[config.mk]
export PLATFORM = sky130hd
export DESIGN_NAME = rom_loader
export DESIGN_NICKNAME = d
export VERILOG_FILES = /design/src/rtl/rom_loader_pkg.sv /design/src/rtl/rom_loader_uart_rx.sv /design/src/rtl/rom_loader.sv
export SDC_FILE = /design/constraint.sdc
export NUM_CORES = 1
export LEC_CHECK = 0
export CORE_AREA = 4 4 108 110
export CTS_BUF_LIST = sky130_fd_sc_hd__clkbuf_8
export CTS_CLUSTER_SIZE = 8
export DETAILED_ROUTE_END_ITERATION = 7
export DIE_AREA = 0 0 112 114
export MAX_ROUTING_LAYER = met4
export PLACE_DENSITY = 0.77
export SYNTH_ARGS = -nofsm -noshare
export SYNTH_HDL_FRONTEND = slang
export SYNTH_SLANG_ARGS = --single-unit
[constraint.sdc]
create_clock -name clk -period 3.4 [get_ports clk]
set_input_delay 0.51 -clock clk [delete_from_list [all_inputs] [get_ports clk]]
set_output_delay 0.51 -clock clk [all_outputs]
set_load 0.02 [all_outputs]
[src/rtl/rom_loader_pkg.sv]
// ============================================================================
// rom_loader_pkg: shared sync byte and FSM encodings for the UART ROM loader.
// rev 1.0
// ============================================================================
`default_nettype none

package rom_loader_pkg;

  localparam logic [7:0] SYNC_BYTE = 8'hA5;

  typedef enum logic [2:0] {
    ST_IDLE = 3'd0,
    ST_LEN0 = 3'd1,
    ST_LEN1 = 3'd2,
    ST_DATA = 3'd3,
    ST_CSUM = 3'd4,
    ST_DONE = 3'd5,
    ST_ERR  = 3'd6
  } ld_state_t;

  typedef enum logic [1:0] {
    RX_IDLE  = 2'd0,
    RX_START = 2'd1,
    RX_DATA  = 2'd2,
    RX_STOP  = 2'd3
  } rx_state_t;

endpackage

`default_nettype wire

[src/rtl/rom_loader_uart_rx.sv]
// ============================================================================
// uart_rx: 8N1 receiver with glitch-rejecting start bit and stop-bit check.
// rev 1.0
// ============================================================================
`default_nettype none

module uart_rx
  import rom_loader_pkg::*;
#(
  parameter int BAUD_DIV = 868
) (
  input  logic       clk,
  input  logic       rst_b,
  input  logic       rxd,
  output logic       byte_valid,
  output logic [7:0] byte_data,
  output logic       frame_err
);

  localparam int            CW     = $clog2(BAUD_DIV);
  localparam logic [CW-1:0] C_FULL = CW'(BAUD_DIV - 1);
  localparam logic [CW-1:0] C_HALF = CW'(BAUD_DIV / 2 - 1);

  logic            meta_q, sync_q, prev_q;
  rx_state_t       state_q, state_d;
  logic [CW-1:0]   cnt_q, cnt_d;
  logic [2:0]      bit_q, bit_d;
  logic [7:0]      shift_q, shift_d;
  logic            byte_valid_q, byte_valid_d;
  logic            frame_err_q, frame_err_d;

  always_ff @(posedge clk or negedge rst_b) begin
    if (!rst_b) begin
      meta_q       <= 1'b1;
      sync_q       <= 1'b1;
      prev_q       <= 1'b1;
      state_q      <= RX_IDLE;
      cnt_q        <= '0;
      bit_q        <= '0;
      shift_q      <= '0;
      byte_valid_q <= 1'b0;
      frame_err_q  <= 1'b0;
    end else begin
      meta_q       <= rxd;
      sync_q       <= meta_q;
      prev_q       <= sync_q;
      state_q      <= state_d;
      cnt_q        <= cnt_d;
      bit_q        <= bit_d;
      shift_q      <= shift_d;
      byte_valid_q <= byte_valid_d;
      frame_err_q  <= frame_err_d;
    end
  end

  always_comb begin
    state_d      = state_q;
    cnt_d        = cnt_q + CW'(1);
    bit_d        = bit_q;
    shift_d      = shift_q;
    byte_valid_d = 1'b0;
    frame_err_d  = 1'b0;
    case (state_q)
      RX_IDLE: begin
        cnt_d = '0;
        if (prev_q && !sync_q) state_d = RX_START;
      end
      RX_START: begin
        // A start bit that is high again at mid-bit was only a glitch.
        if (cnt_q == C_HALF) begin
          cnt_d   = '0;
          bit_d   = '0;
          state_d = sync_q ? RX_IDLE : RX_DATA;
        end
      end
      RX_DATA: begin
        if (cnt_q == C_FULL) begin
          cnt_d   = '0;
          shift_d = {sync_q, shift_q[7:1]};
          bit_d   = bit_q + 3'd1;
          if (bit_q == 3'd7) state_d = RX_STOP;
        end
      end
      RX_STOP: begin
        if (cnt_q == C_FULL) begin
          cnt_d   = '0;
          state_d = RX_IDLE;
          if (sync_q) byte_valid_d = 1'b1;
          else        frame_err_d  = 1'b1;
        end
      end
      default: state_d = RX_IDLE;
    endcase
  end

  assign byte_valid = byte_valid_q;
  assign byte_data  = shift_q;
  assign frame_err  = frame_err_q;

endmodule

`default_nettype wire

[src/rtl/rom_loader.sv]
// ============================================================================
// rom_loader: UART boot loader writing a framed image into instruction ROM.
// Optional trailing checksum byte enabled by ROM_LOADER_CHECKSUM_EN. rev 1.0
// ============================================================================
`default_nettype none

module rom_loader
  import rom_loader_pkg::*;
#(
  parameter int BAUD_DIV = 868,
  parameter int ADDR_W   = 12
) (
  input  logic              clk,
  input  logic              rst_b,
  input  logic              uart_rxd,
  output logic              rom_we,
  output logic [ADDR_W-1:0] rom_addr,
  output logic [31:0]       rom_wdata,
  output logic              cpu_rst_b,
  output logic              busy,
  output logic              load_done,
  output logic              load_err
);

  localparam logic [16:0]   C_CAP = 17'(2 ** ADDR_W);
  localparam logic [ADDR_W:0] C_ONE = (ADDR_W + 1)'(1);
`ifdef ROM_LOADER_CHECKSUM_EN
  localparam ld_state_t     C_END = ST_CSUM;
`else
  localparam ld_state_t     C_END = ST_DONE;
`endif

  logic       rx_valid, rx_ferr;
  logic [7:0] rx_data;

  uart_rx #(.BAUD_DIV(BAUD_DIV)) u_rx (
    .clk        (clk),
    .rst_b      (rst_b),
    .rxd        (uart_rxd),
    .byte_valid (rx_valid),
    .byte_data  (rx_data),
    .frame_err  (rx_ferr)
  );

  ld_state_t         state_q, state_d;
  logic [7:0]        len_lo_q, len_lo_d;
  logic [ADDR_W:0]   n_q, n_d;
  logic [ADDR_W:0]   addr_q, addr_d;
  logic [1:0]        byte_idx_q, byte_idx_d;
  logic [23:0]       word_q, word_d;
  logic              rom_we_q, rom_we_d;
  logic [ADDR_W-1:0] rom_addr_q, rom_addr_d;
  logic [31:0]       rom_wdata_q, rom_wdata_d;
  logic              cpu_rst_b_q, cpu_rst_b_d;
  logic              busy_q, busy_d;
  logic              load_done_q, load_done_d;
  logic              load_err_q, load_err_d;
`ifdef ROM_LOADER_CHECKSUM_EN
  logic [7:0]        csum_q, csum_d;
`endif

  logic [15:0] w_len;
  logic        w_is_sync;
  logic        w_last_word;

  assign w_len       = {rx_data, len_lo_q};
  assign w_is_sync   = rx_valid && (rx_data == SYNC_BYTE);
  assign w_last_word = (addr_q + C_ONE) == n_q;

  always_ff @(posedge clk or negedge rst_b) begin
    if (!rst_b) begin
      state_q     <= ST_IDLE;
      len_lo_q    <= '0;
      n_q         <= '0;
      addr_q      <= '0;
      byte_idx_q  <= '0;
      word_q      <= '0;
      rom_we_q    <= 1'b0;
      rom_addr_q  <= '0;
      rom_wdata_q <= '0;
      cpu_rst_b_q <= 1'b0;
      busy_q      <= 1'b0;
      load_done_q <= 1'b0;
      load_err_q  <= 1'b0;
`ifdef ROM_LOADER_CHECKSUM_EN
      csum_q      <= '0;
`endif
    end else begin
      state_q     <= state_d;
      len_lo_q    <= len_lo_d;
      n_q         <= n_d;
      addr_q      <= addr_d;
      byte_idx_q  <= byte_idx_d;
      word_q      <= word_d;
      rom_we_q    <= rom_we_d;
      rom_addr_q  <= rom_addr_d;
      rom_wdata_q <= rom_wdata_d;
      cpu_rst_b_q <= cpu_rst_b_d;
      busy_q      <= busy_d;
      load_done_q <= load_done_d;
      load_err_q  <= load_err_d;
`ifdef ROM_LOADER_CHECKSUM_EN
      csum_q      <= csum_d;
`endif
    end
  end

  always_comb begin
    state_d     = state_q;
    len_lo_d    = len_lo_q;
    n_d         = n_q;
    addr_d      = addr_q;
    byte_idx_d  = byte_idx_q;
    word_d      = word_q;
    rom_we_d    = 1'b0;
    rom_addr_d  = rom_addr_q;
    rom_wdata_d = rom_wdata_q;
    cpu_rst_b_d = cpu_rst_b_q;
    busy_d      = busy_q;
    load_done_d = load_done_q;
    load_err_d  = load_err_q;
`ifdef ROM_LOADER_CHECKSUM_EN
    csum_d      = csum_q;
`endif

    case (state_q)
      ST_IDLE, ST_ERR: begin
        if (state_q == ST_ERR) begin
          load_err_d = 1'b1;
          busy_d     = 1'b0;
        end
        // A sync byte always starts a fresh frame from word 0.
        if (w_is_sync) begin
          state_d    = ST_LEN0;
          busy_d     = 1'b1;
          load_err_d = 1'b0;
          addr_d     = '0;
          byte_idx_d = '0;
`ifdef ROM_LOADER_CHECKSUM_EN
          csum_d     = '0;
`endif
        end
      end
      ST_LEN0: begin
        if (rx_valid) begin
          len_lo_d = rx_data;
          state_d  = ST_LEN1;
        end
      end
      ST_LEN1: begin
        if (rx_valid) begin
          n_d = w_len[ADDR_W:0];
          if ({1'b0, w_len} > C_CAP) state_d = ST_ERR;
          else if (w_len == 16'd0)   state_d = C_END;
          else                       state_d = ST_DATA;
        end
      end
      ST_DATA: begin
        if (rx_valid) begin
`ifdef ROM_LOADER_CHECKSUM_EN
          csum_d = csum_q + rx_data;
`endif
          byte_idx_d = byte_idx_q + 2'd1;
          word_d     = {rx_data, word_q[23:8]};
          if (byte_idx_q == 2'd3) begin
            rom_we_d    = 1'b1;
            rom_addr_d  = addr_q[ADDR_W-1:0];
            rom_wdata_d = {rx_data, word_q};
            addr_d      = addr_q + C_ONE;
            if (w_last_word) state_d = C_END;
          end
        end
      end
`ifdef ROM_LOADER_CHECKSUM_EN
      ST_CSUM: begin
        if (rx_valid) state_d = (rx_data == csum_q) ? ST_DONE : ST_ERR;
      end
`endif
      ST_DONE: begin
        load_done_d = 1'b1;
        cpu_rst_b_d = 1'b1;
        busy_d      = 1'b0;
      end
      default: state_d = ST_IDLE;
    endcase

    if (rx_ferr && (state_q == ST_LEN0 || state_q == ST_LEN1 ||
                    state_q == ST_DATA || state_q == ST_CSUM))
      state_d = ST_ERR;
  end

  assign rom_we    = rom_we_q;
  assign rom_addr  = rom_addr_q;
  assign rom_wdata = rom_wdata_q;
  assign cpu_rst_b = cpu_rst_b_q;
  assign busy      = busy_q;
  assign load_done = load_done_q;
  assign load_err  = load_err_q;

endmodule

`default_nettype wire
==> out/summary.txt, run 1 <==
ROUTE
--------------------------------------------------------------------------------
Via-per-instance ratio                                                      5.62
Vias                                                                        4849
Met1 Wirelength                                                     5950 microns
DRT Wirelength                                                      13300 microns
First-pass detailed-route iteration total                                      7
Met3 wire length                                                     706 microns
Starting DRT DRC Count                                                       392
Final antenna-violating net count                                              0
Post-detailed-route DRC marker count                                           0
Routed wirelength normalized by instance count                      15.5 microns
Detail Route met2 WL                                                6420 microns
Top routing layer in use                                                    met4

TIMING
--------------------------------------------------------------------------------
Final setup viols                                                              0
Slew at the pin closest to its max-slew limit                             884 ps
Shortest period the worst path allows                                    2920 ps
Unrepaired setup endpoints after global routing                            false
Number of max-slew violations in the final report                              0
Final count of hold timing violations                                          0
Setup TNS                                                                   0 ps
Setup clock skew after layout                                            10.5 ps
Part of the cycle the worst path needs                                     85.8%
F_max                                                                    343 MHz
Max-slew headroom at the worst pin                                         40.8%

HOLD PATH
--------------------------------------------------------------------------------
Hold/Removal Path Class                                             input pin to asynchronous set/reset pin

DIE
--------------------------------------------------------------------------------
Chip Width                                                           112 microns
Core Region                                                         0.0107 sq mm
Num rows                                                                      38
Die height                                                           114 microns
Count of boundary I/O pins                                                    52
Die ar.                                                             0.0128 sq mm
Initial core utilization                                                   59.3%

CTS
--------------------------------------------------------------------------------
Count of H-tree levels built during CTS                                        4
Post-cts hold buffer count                                                     0
TritonCTS clock tree                                                       built
CTS Buffer Depth                                                               2
Number of clock sinks seen by CTS                                            139
Number of resized instances in the post-cts repair step                        0
Setup Fix Bufs, Post-CTS                                                       0
Total clock buffers created by CTS                                            17
Worst-path clk slew                                                        80 ps
Clock insertion delay at the later pin of the skew report                 450 ps
Buffer type at the clock tree root                                  sky130_fd_sc_hd__clkbuf_8

POWER AND IR DROP
--------------------------------------------------------------------------------
Portion of total power attributed to combinational logic                    6.4%
Maximum VDD drop                                                        0.320 mV
Net Switching                                                           0.843 mW
Seq pwr share                                                              46.7%
Share of total power in the clock network                                  46.9%
Static power due to leakage                                              3.67 nW
Switching fraction of total power                                          23.0%
Pwr dens                                                             494 mW/mm^2
Cell-internal power                                                      2.83 mW

FINISH
--------------------------------------------------------------------------------
Final net count                                                              723
Sequential cell area                                                0.00348 sq mm
Design Area, Final                                                  0.00742 sq mm
Fill count                                                                   829
Fraction of final layout cells sized beyond drive strength 1               11.5%
Area grow syn2layout                                                       17.0%
Area used by multi-input combinational logic                        0.00264 sq mm
Antenna diode count                                                            0

PLACED DESIGN
--------------------------------------------------------------------------------
Post-DP HPWL                                                        8810 microns
Port-buffer cells                                                             51
Post-detailed-placement cell area                                   0.00690 sq mm
Placer's final routability congestion estimate                             0.921

SETUP PATH
--------------------------------------------------------------------------------
CP required                                                              3760 ps
Crit start category                                                         flop
Capturing element type of the critical path                                 flop
Worst reg-to-reg path cell count                                               8
Register-to-register path setup slack                                     480 ps
R2r startpoint                                                         addr_q[0]
Crit-path max FO                                                               8
CP arrival                                                               3280 ps
Critical path class                                                 flop to flop
End of the worst register-to-register path                            state_q[2]
Worst setup path endpoint                                             state_q[2]
Worst Setup SP                                                         addr_q[0]

GRT
--------------------------------------------------------------------------------
Pin count of the biggest net entering global routing                          79
Via count of the first global-routing pass                                  4840
Total global-route track usage                                             23.0%
Global route overflow                                                          0
First-pass GRT wire length                                          23100 microns
Number of antenna violations at the first check in global routing              0

YOSYS
--------------------------------------------------------------------------------
Number of enable flip-flop cells after synthesis                               0
Top-area cell type share of the netlist area                               53.6%
Syn Area/Cell                                                         9.50 sq um
Number of library cell types mapped by synthesis                              54
Synth Instances                                                              668
Post-synth top area cell                                            sky130_fd_sc_hd__dfrtp_1
Sequential element share of the synthesized area                           54.9%
Share of flip-flops with an asynchronous set or reset                       100%
Number of synthesized register bits                                          139
Post-synth net total                                                         681
Leading post-synthesis cells by cell area                           sky130_fd_sc_hd__dfrtp_1, sky130_fd_sc_hd__nand2_1, sky130_fd_sc_hd__mux2_2, sky130_fd_sc_hd__o21ai_0, sky130_fd_sc_hd__nor2_1
Total standard cell area after synthesis                            0.00634 sq mm
Number of warnings printed during yosys synthesis                              0
Most used flip-flop cell after synthesis                            sky130_fd_sc_hd__dfrtp_1

FLOW RUN
--------------------------------------------------------------------------------
Max-cap check violation count                                                  0

OUTCOME
--------------------------------------------------------------------------------
Outcome                                                             complete, no violations

==> worst min path at each step <==
stage / endpoint / slack [ps]
3_3_place_gp: u_rx.sync_q / 350
3_5_place_dp: u_rx.sync_q / 350
2_1_floorplan: asynchronous set/reset pin / 210
6_report: rom_addr[7] / 80
4_1_cts: rom_addr[7] / 100
5_1_grt: rom_addr[4] / 140
==> cell families after synthesis <==
kind of cell	Yosys count	share of synthesized area, %
DFF	139	54.9
muxes	32	5.62
and+or+nand+nor	345	23.5
AOI/OAI and AO/OA	73	7.16
buffers and inverters	45	3.57
adders and majority gates	11	2.13
xor gates and xnor gates	23	3.18
==> metal layers <==
layer  vias to the layer above  GRT usage (%)
li1                       2318              -
met2                       154           36.7
met4                         0           8.65
met3                        31           4.19
met5                         -              -
met1                      2346           29.7
==> placed cells by master, fill, tap and decap left out, drive strengths merged, types with 3 or more instances in the layout <==
cell           Yosys  final
xnor2             13     13
nor2b              5      5
clkbuf            19     19
xor2              10     10
nand2b             6      6
nand2            236    236
mux2              29     29
dfrtp            136    136
clkdlybuf4s50      0     50
ha                10     10
dfstp              3      3
nor3               3      3
clkinv             1      3
mux2i              3      3
a31oi              3      3
o21ai             33     33
and3              12     12
or3                4      4
inv                8     10
a21boi             3      3
nand4              7      7
bufinv             0      7
o22ai              3      3
nor2              35     35
o31ai              7      7
nand3             16     16
o221ai             3      3
nor4               8      8
buf               17      9
a21oi             10     10
==> area by class of cell <==
cell class | count | area share (%)
well taps | 140 | 2.36
inverters | 9 | 0.455
flip-flops and latches | 139 | 46.9
multi-input cells | 484 | 35.5
clock buffers | 19 | 3.52
clock inverters | 13 | 3.51
repair buffers | 59 | 7.70
==> registers in the layout, indices dropped and copies added, names as in the netlist, 2 cells and up, named ones only <==
name / flops
u_rx.byte_data: 8
state_q: 3
rom_addr: 12
u_rx.bit_q: 3
len_lo_q: 8
rom_wdata: 32
n_q: 13
u_rx.cnt_q: 10
word_q: 24
addr_q: 13
byte_idx_q: 2
==> synthesized netlist by cell type, types with 3 or more instances <==
| cell | n |
|---|---|
| sky130_fd_sc_hd__mux2_2 | 29 |
| sky130_fd_sc_hd__o31ai_1 | 7 |
| sky130_fd_sc_hd__nand2_1 | 235 |
| sky130_fd_sc_hd__inv_1 | 8 |
| sky130_fd_sc_hd__a31oi_1 | 3 |
| sky130_fd_sc_hd__buf_4 | 3 |
| sky130_fd_sc_hd__ha_1 | 10 |
| sky130_fd_sc_hd__nand2b_1 | 6 |
| sky130_fd_sc_hd__dfstp_2 | 3 |
| sky130_fd_sc_hd__buf_2 | 9 |
| sky130_fd_sc_hd__xnor2_1 | 13 |
| sky130_fd_sc_hd__dfrtp_1 | 136 |
| sky130_fd_sc_hd__buf_1 | 3 |
| sky130_fd_sc_hd__o21ai_0 | 32 |
| sky130_fd_sc_hd__or3_1 | 3 |
| sky130_fd_sc_hd__and3_1 | 12 |
| sky130_fd_sc_hd__nor3_1 | 3 |
| sky130_fd_sc_hd__a21oi_1 | 10 |
| sky130_fd_sc_hd__nor2_1 | 35 |
| sky130_fd_sc_hd__nor4_1 | 8 |
| sky130_fd_sc_hd__nand4_1 | 7 |
| sky130_fd_sc_hd__o221ai_1 | 3 |
| sky130_fd_sc_hd__o22ai_1 | 3 |
| sky130_fd_sc_hd__clkbuf_1 | 17 |
| sky130_fd_sc_hd__nand3_1 | 16 |
| sky130_fd_sc_hd__nor2b_1 | 5 |
| sky130_fd_sc_hd__a21boi_0 | 3 |
| sky130_fd_sc_hd__xor2_1 | 10 |
| sky130_fd_sc_hd__mux2i_1 | 3 |
==> power groups by stage <==
stage	logic (mW)	clock network, mW	registers [mW]
after global placement	0.221	0	1.74
after detailed placement	0.238	0	1.74
final	0.234	1.72	1.71
after global routing	0.278	1.81	1.72
after floorplan	0.161	0	1.74
after CTS	0.238	1.74	1.71
==> stage by stage <==
| stage | total power [mW] | hold slack, ps | std cells | utilization [%] | setup slack, ps |
|---|---|---|---|---|---|
| global route | 3.81 | 143 | 863 | 69.4 | 308 |
| finish | 3.67 | 77.5 | 863 | 69.4 | 484 |
| detailed placement | 1.98 | 350 | 831 | 64.5 | 532 |
| global placement | 1.96 | 347 | 831 | 64.5 | 716 |
| floorplan | 1.90 | 214 | 668 | - | 888 |
| CTS | 3.69 | 99.8 | 863 | 69.4 | 518 |
==> critical path: stages, from the launching register on <==
cell	delay, ps
sky130_fd_sc_hd__dfrtp_1	480
sky130_fd_sc_hd__ha_1	320
sky130_fd_sc_hd__nand3_1	150
sky130_fd_sc_hd__nor2_1	300
sky130_fd_sc_hd__nand3_1	180
sky130_fd_sc_hd__xnor2_1	150
sky130_fd_sc_hd__or4_2	710
sky130_fd_sc_hd__or3_1	390
sky130_fd_sc_hd__a21oi_1	160
(Power assumes the default switching activity.)
==> run 2: changes to the inputs <==
- CELL_PAD_IN_SITES_DETAIL_PLACEMENT: unset -> 1
- CELL_PAD_IN_SITES_GLOBAL_PLACEMENT: unset -> 1
- CORE_AREA: 4 4 108 110 -> 4 4 118 120
- DIE_AREA: 0 0 112 114 -> 0 0 122 124
- PLACE_DENSITY: 0.77 -> 0.82
- clock period: 3.4 -> 3.7 ns (I/O delays scaled with it)
==> out/summary.txt, run 2 (synthesized netlist as in run 1, its figures left out) <==
SETUP PATH
--------------------------------------------------------------------------------
Register-to-register path setup slack                                     780 ps
Worst reg-to-reg path cell count                                               8
End of the worst register-to-register path                            state_q[2]
Capturing element type of the critical path                                 flop
Crit-path max FO                                                               8
Critical path class                                                 flop to flop
CP required                                                              4070 ps
CP arrival                                                               3290 ps
R2r startpoint                                                         addr_q[0]
Crit start category                                                         flop

CTS
--------------------------------------------------------------------------------
TritonCTS clock tree                                                       built
Buffer type at the clock tree root                                  sky130_fd_sc_hd__clkbuf_8
Clock insertion delay at the later pin of the skew report                 440 ps
CTS Buffer Depth                                                               2
Number of resized instances in the post-cts repair step                        0
Worst-path clk slew                                                        80 ps
Count of H-tree levels built during CTS                                        4
Total clock buffers created by CTS                                            17
Number of clock sinks seen by CTS                                            139
Setup Fix Bufs, Post-CTS                                                       0
Post-cts hold buffer count                                                     0

DIE
--------------------------------------------------------------------------------
Num rows                                                                      42
Chip Width                                                           122 microns
Initial core utilization                                                   48.9%
Count of boundary I/O pins                                                    52
Die height                                                           124 microns
Die ar.                                                             0.0151 sq mm
Core Region                                                         0.0130 sq mm

ROUTE
--------------------------------------------------------------------------------
First-pass detailed-route iteration total                                      4
Post-detailed-route DRC marker count                                           0
Routed wirelength normalized by instance count                      17.3 microns
Via-per-instance ratio                                                      5.49
Starting DRT DRC Count                                                       291
Final antenna-violating net count                                              0
DRT Wirelength                                                      15500 microns
Vias                                                                        4916

FINISH
--------------------------------------------------------------------------------
Non-filler instance count after layout                                       895
Top library cells by usage in the layout, fill and taps aside       sky130_fd_sc_hd__nand2_1, sky130_fd_sc_hd__dfrtp_1, sky130_fd_sc_hd__clkdlybuf4s50_1, sky130_fd_sc_hd__nor2_1, sky130_fd_sc_hd__o21ai_0
Area grow syn2layout                                                       16.2%
Fill count                                                                  1468
Antenna diode count                                                            0
Fraction of final layout cells sized beyond drive strength 1               10.8%
Design Area, Final                                                  0.00737 sq mm
Most common cell after layout, fill and taps aside                  sky130_fd_sc_hd__nand2_1
Final core utilization                                                     56.8%
Final net count                                                              720
Max reg flops                                                                 32

PLACED DESIGN
--------------------------------------------------------------------------------
Port-buffer cells                                                             51
Post-Place Setup Slack                                                    790 ps
Post-DP HPWL                                                        10300 microns
Post-detailed-placement cell area                                   0.00694 sq mm
Placer's final routability congestion estimate                             0.861
Number of placed instances, taps included                                    864

TIMING
--------------------------------------------------------------------------------
Max-slew headroom at the worst pin                                         21.4%
Slew at the pin closest to its max-slew limit                            1170 ps
Setup TNS                                                                   0 ps
Final count of hold timing violations                                          0
Unrepaired setup endpoints after global routing                            false
Part of the cycle the worst path needs                                     79.0%
Final worst-path setup slack                                              778 ps
F_max                                                                    342 MHz
Final setup viols                                                              0
Number of max-slew violations in the final report                              0
Shortest period the worst path allows                                    2920 ps
Setup clock skew after layout                                            10.2 ps

POWER AND IR DROP
--------------------------------------------------------------------------------
Switching fraction of total power                                          24.3%
Maximum VDD drop                                                        0.354 mV
Cell-internal power                                                      2.38 mW
Share of total power in the clock network                                  42.8%
Portion of total power attributed to combinational logic                    7.1%
Net Switching                                                           0.763 mW
Seq pwr share                                                              50.2%
Pwr dens                                                             426 mW/mm^2
Static power due to leakage                                              3.61 nW

HOLD PATH
--------------------------------------------------------------------------------
Hold/Removal Path Class                                             input pin to asynchronous set/reset pin

GRT
--------------------------------------------------------------------------------
Pin count of the biggest net entering global routing                          92
Via count of the first global-routing pass                                  5156
First-pass GRT wire length                                          25900 microns
Total global-route track usage                                             22.5%
Global route overflow                                                          0
Number of antenna violations at the first check in global routing              0

FLOW RUN
--------------------------------------------------------------------------------
Max-cap check violation count                                                  0

OUTCOME
--------------------------------------------------------------------------------
Outcome                                                             complete, no violations

## run 2: changes by cell type in the layout (fill, tap and decap cells not counted), sizes merged
cell / previous run / this run
clkinv: 3 / 4
bufinv: 7 / 4
inv: 10 / 9
clkinvlp: 2 / 4
buf: 9 / 6
## run 2: per-layer routing
| layer | vias to the layer above | share of wire, % | track usage [%] |
|---|---|---|---|
| met5 | - | 0 | - |
| met4 | 0 | 1.4 | 6.65 |
| li1 | 2302 | - | - |
| met1 | 2504 | 45 | 28.1 |
| met3 | 20 | 3.4 | 4.81 |
| met2 | 90 | 51 | 37.3 |
## run 2: cell type report
class	instances	area (sq um)	share of cell area, %
multi-input cells	484	2640	35.8
clock inverters	12	173	2.34
clock buffers	19	262	3.55
well taps	176	220	2.99
inverters	9	33.8	0.458
flip-flops and latches	139	3480	47.2
repair buffers	56	562	7.62
## run 2: power groups by stage
stage               Sequential (mW)  Clock, mW  Combinational, mW
detailed placement             1.61          0              0.226
global placement               1.60          0              0.208
finish                         1.58       1.34              0.223
global route                   1.58       1.44              0.258
floorplan                      1.60          0              0.148
CTS                            1.58       1.37              0.229
## run 2: worst max-delay path: stages (launching register included)
cell and delay [ps]:
sky130_fd_sc_hd__dfrtp_1 500, sky130_fd_sc_hd__ha_1 320, sky130_fd_sc_hd__nand3_1 160, sky130_fd_sc_hd__nor2_1 310, sky130_fd_sc_hd__nand3_1 200, sky130_fd_sc_hd__xnor2_1 160
sky130_fd_sc_hd__or4_2 710, sky130_fd_sc_hd__or3_1 370, sky130_fd_sc_hd__a21oi_1 140
## run 2: worst max path at each step
| stage | to | depth (start not counted) | start | slack, ps |
|---|---|---|---|---|
| floorplan | state_q[2] | 8 | addr_q[0] | 1190 |
| global placement | state_q[2] | 8 | addr_q[0] | 980 |
| detailed placement | state_q[2] | 8 | addr_q[0] | 790 |
| CTS | state_q[2] | 8 | addr_q[0] | 770 |
| global route | state_q[2] | 8 | addr_q[0] | 550 |
| finish | state_q[2] | 8 | addr_q[0] | 780 |
## run 2: through the flow
stage | hold slack [ps] | power, mW
6_report | 170 | 3.14
2_1_floorplan | 259 | 1.74
3_3_place_gp | 346 | 1.81
5_1_grt | 232 | 3.27
4_1_cts | 204 | 3.17
3_5_place_dp | 353 | 1.83
==> run 3: changes to the inputs <==
- CORE_AREA: 4 4 118 120 -> 4 4 128 130
- DIE_AREA: 0 0 122 124 -> 0 0 132 134
- PLACE_DENSITY: 0.82 -> 0.73
- clock period: 3.7 -> 2.55 ns (I/O delays scaled with it)
==> out/summary.txt, run 3 (synthesized netlist as in run 1, its figures left out) <==
HOLD PATH
--------------------------------------------------------------------------------
Count of cells along the worst hold path                                       1
Hold/Removal Path Class                                             input pin to flop
Min-Delay Endpoint                                                   u_rx.meta_q
Origin of the worst min-delay path                                      uart_rxd

TIMING
--------------------------------------------------------------------------------
Final worst-path setup slack                                              132 ps
Max-slew headroom at the worst pin                                         55.1%
Setup clock skew after layout                                            8.44 ps
F_max                                                                    414 MHz
Setup TNS                                                                   0 ps
Unrepaired setup endpoints after global routing                            false
Slew at the pin closest to its max-slew limit                             673 ps
Final setup viols                                                              0
Shortest period the worst path allows                                    2420 ps
Number of max-slew violations in the final report                              0
Part of the cycle the worst path needs                                     94.8%
Final count of hold timing violations                                          0
Tightest hold margin                                                      345 ps

FINISH
--------------------------------------------------------------------------------
Fill count                                                                  1732
Max reg flops                                                                 32
Sequential cell area                                                0.00348 sq mm
Antenna diode count                                                            0
Area used by multi-input combinational logic                        0.00267 sq mm
Final net count                                                              750
Area grow syn2layout                                                       19.5%
Non-filler instance count after layout                                       937
Design Area, Final                                                  0.00758 sq mm
Final core utilization                                                     50.0%
Fraction of final layout cells sized beyond drive strength 1               14.7%
Most common cell after layout, fill and taps aside                  sky130_fd_sc_hd__nand2_1
Top library cells by usage in the layout, fill and taps aside       sky130_fd_sc_hd__nand2_1, sky130_fd_sc_hd__dfrtp_1, sky130_fd_sc_hd__clkdlybuf4s50_1, sky130_fd_sc_hd__nor2_1, sky130_fd_sc_hd__buf_4

CTS
--------------------------------------------------------------------------------
Setup Fix Bufs, Post-CTS                                                       0
Number of clock sinks seen by CTS                                            139
Total clock buffers created by CTS                                            17
Worst-path clk slew                                                        80 ps
CTS Buffer Depth                                                               2
Count of H-tree levels built during CTS                                        4
TritonCTS clock tree                                                       built
Buffer type at the clock tree root                                  sky130_fd_sc_hd__clkbuf_8
Clock insertion delay at the later pin of the skew report                 450 ps

ROUTE
--------------------------------------------------------------------------------
First-pass detailed-route iteration total                                      4
Final antenna-violating net count                                              0
Via-per-instance ratio                                                      5.26
DRT Wirelength                                                      15800 microns
Starting DRT DRC Count                                                       218
Routed wirelength normalized by instance count                      16.8 microns
Vias                                                                        4926
Post-detailed-route DRC marker count                                           0

SETUP PATH
--------------------------------------------------------------------------------
Crit start category                                                         flop
CP arrival                                                               2730 ps
End of the worst register-to-register path                             addr_q[9]
Crit-path max FO                                                              13
Worst reg-to-reg path cell count                                               7
Critical path class                                                 flop to flop
Cell Chain, Critical Path                                           or3b_1, or4_4, or3b_4, a21oi_2, nor2_4, o21ai_0, o31ai_1
Maximum single-stage delay on the critical path                           460 ps
R2r startpoint                                                      u_rx.byte_data[6]
Slowest-stage cell, CP                                              sky130_fd_sc_hd__or4_4
Capturing element type of the critical path                                 flop
Register-to-register path setup slack                                     130 ps
CP required                                                              2860 ps

PLACED DESIGN
--------------------------------------------------------------------------------
Placer's final routability congestion estimate                             0.845
Post-detailed-placement cell area                                   0.00719 sq mm
Number of placed instances, taps included                                    905
Post-Place Setup Slack                                                  -32.2 ps
Port-buffer cells                                                             51
Post-DP HPWL                                                        10800 microns

POWER AND IR DROP
--------------------------------------------------------------------------------
Pwr dens                                                             558 mW/mm^2
Sum of internal, switching and leakage power                             4.23 mW
Cell-internal power                                                      3.14 mW
Switching fraction of total power                                          25.7%
Share of total power in the clock network                                  38.2%
Static power due to leakage                                              3.76 nW
Maximum VDD drop                                                        0.316 mV
Portion of total power attributed to combinational logic                    7.8%
Seq pwr share                                                              54.0%
Net Switching                                                            1.09 mW

GRT
--------------------------------------------------------------------------------
Via count of the first global-routing pass                                  5300
Global route overflow                                                          0
Total global-route track usage                                             19.4%
First-pass GRT wire length                                          27000 microns
Number of antenna violations at the first check in global routing              0
Pin count of the biggest net entering global routing                          72

DIE
--------------------------------------------------------------------------------
Initial core utilization                                                   41.9%
Chip Width                                                           132 microns
Num rows                                                                      45
Core Region                                                         0.0151 sq mm
Die height                                                           134 microns
Die ar.                                                             0.0177 sq mm
Count of boundary I/O pins                                                    52

OUTCOME
--------------------------------------------------------------------------------
Outcome                                                             complete, no violations

FLOW RUN
--------------------------------------------------------------------------------
Max-cap check violation count                                                  0

==> run 3: cell types whose count changed in the layout (fill, tap and decap cells not counted), sizes merged <==
cell         previous run  this run
clkinvlp                4         3
inv                     9        13
dlygate4sd3             0         1
bufinv                  4         1
buf                     6        35
==> run 3: power by group through the flow <==
stage / clock network (mW) / logic (mW) / registers [mW]
final: 1.62 / 0.331 / 2.29
after global routing: 1.76 / 0.397 / 2.29
after CTS: 1.67 / 0.342 / 2.29
after detailed placement: 0 / 0.337 / 2.33
after global placement: 0 / 0.309 / 2.32
after floorplan: 0 / 0.215 / 2.32
==> run 3: cell type report <==
class | count | area share (%)
Clock buffer | 19 | 3.45
Clock inverter | 12 | 1.14
Multi-Input combinational cell | 484 | 35.2
Tap cell | 188 | 3.10
Sequential cell | 139 | 46.0
Timing Repair Buffer | 86 | 10.7
Inverter | 9 | 0.446
==> run 3: worst max path at each step <==
stage                     cells after the start         startpoint          to  slack (ps)
after floorplan                               8          addr_q[0]  state_q[2]          40
after global placement                        8          addr_q[0]  state_q[2]          20
after detailed placement                      8          addr_q[0]  state_q[2]         -30
after CTS                                     7          addr_q[2]  state_q[2]           1
after global routing                          8          addr_q[0]  state_q[2]          20
final                                         7  u_rx.byte_data[6]   addr_q[9]         130
==> run 3: worst max-delay path, delay by kind of cell, from the launching register on <==
kind | cells | cell delay, ps
compound gates | 3 | 510
simple gates | 4 | 1380
flops | 1 | 380
==> run 3: repair_timing <==
| item | in CTS | in global routing |
|---|---|---|
| pin swaps | 0 | 2 |
| setup endpoints to repair | 4 | 14 |
| hold endpoints to repair | 65 | 0 |
| hold buffers | 1 | 0 |
| resized for setup | 2 | 12 |
==> run 3: layer usage <==
layer | GRT usage (%) | vias up | share of wire, %
met2 | 31.6 | 85 | 50
met1 | 24.4 | 2465 | 46
met3 | 4.43 | 15 | 3.5
met5 | - | - | 0
met4 | 5.78 | 0 | 1.3
li1 | - | 2361 | -
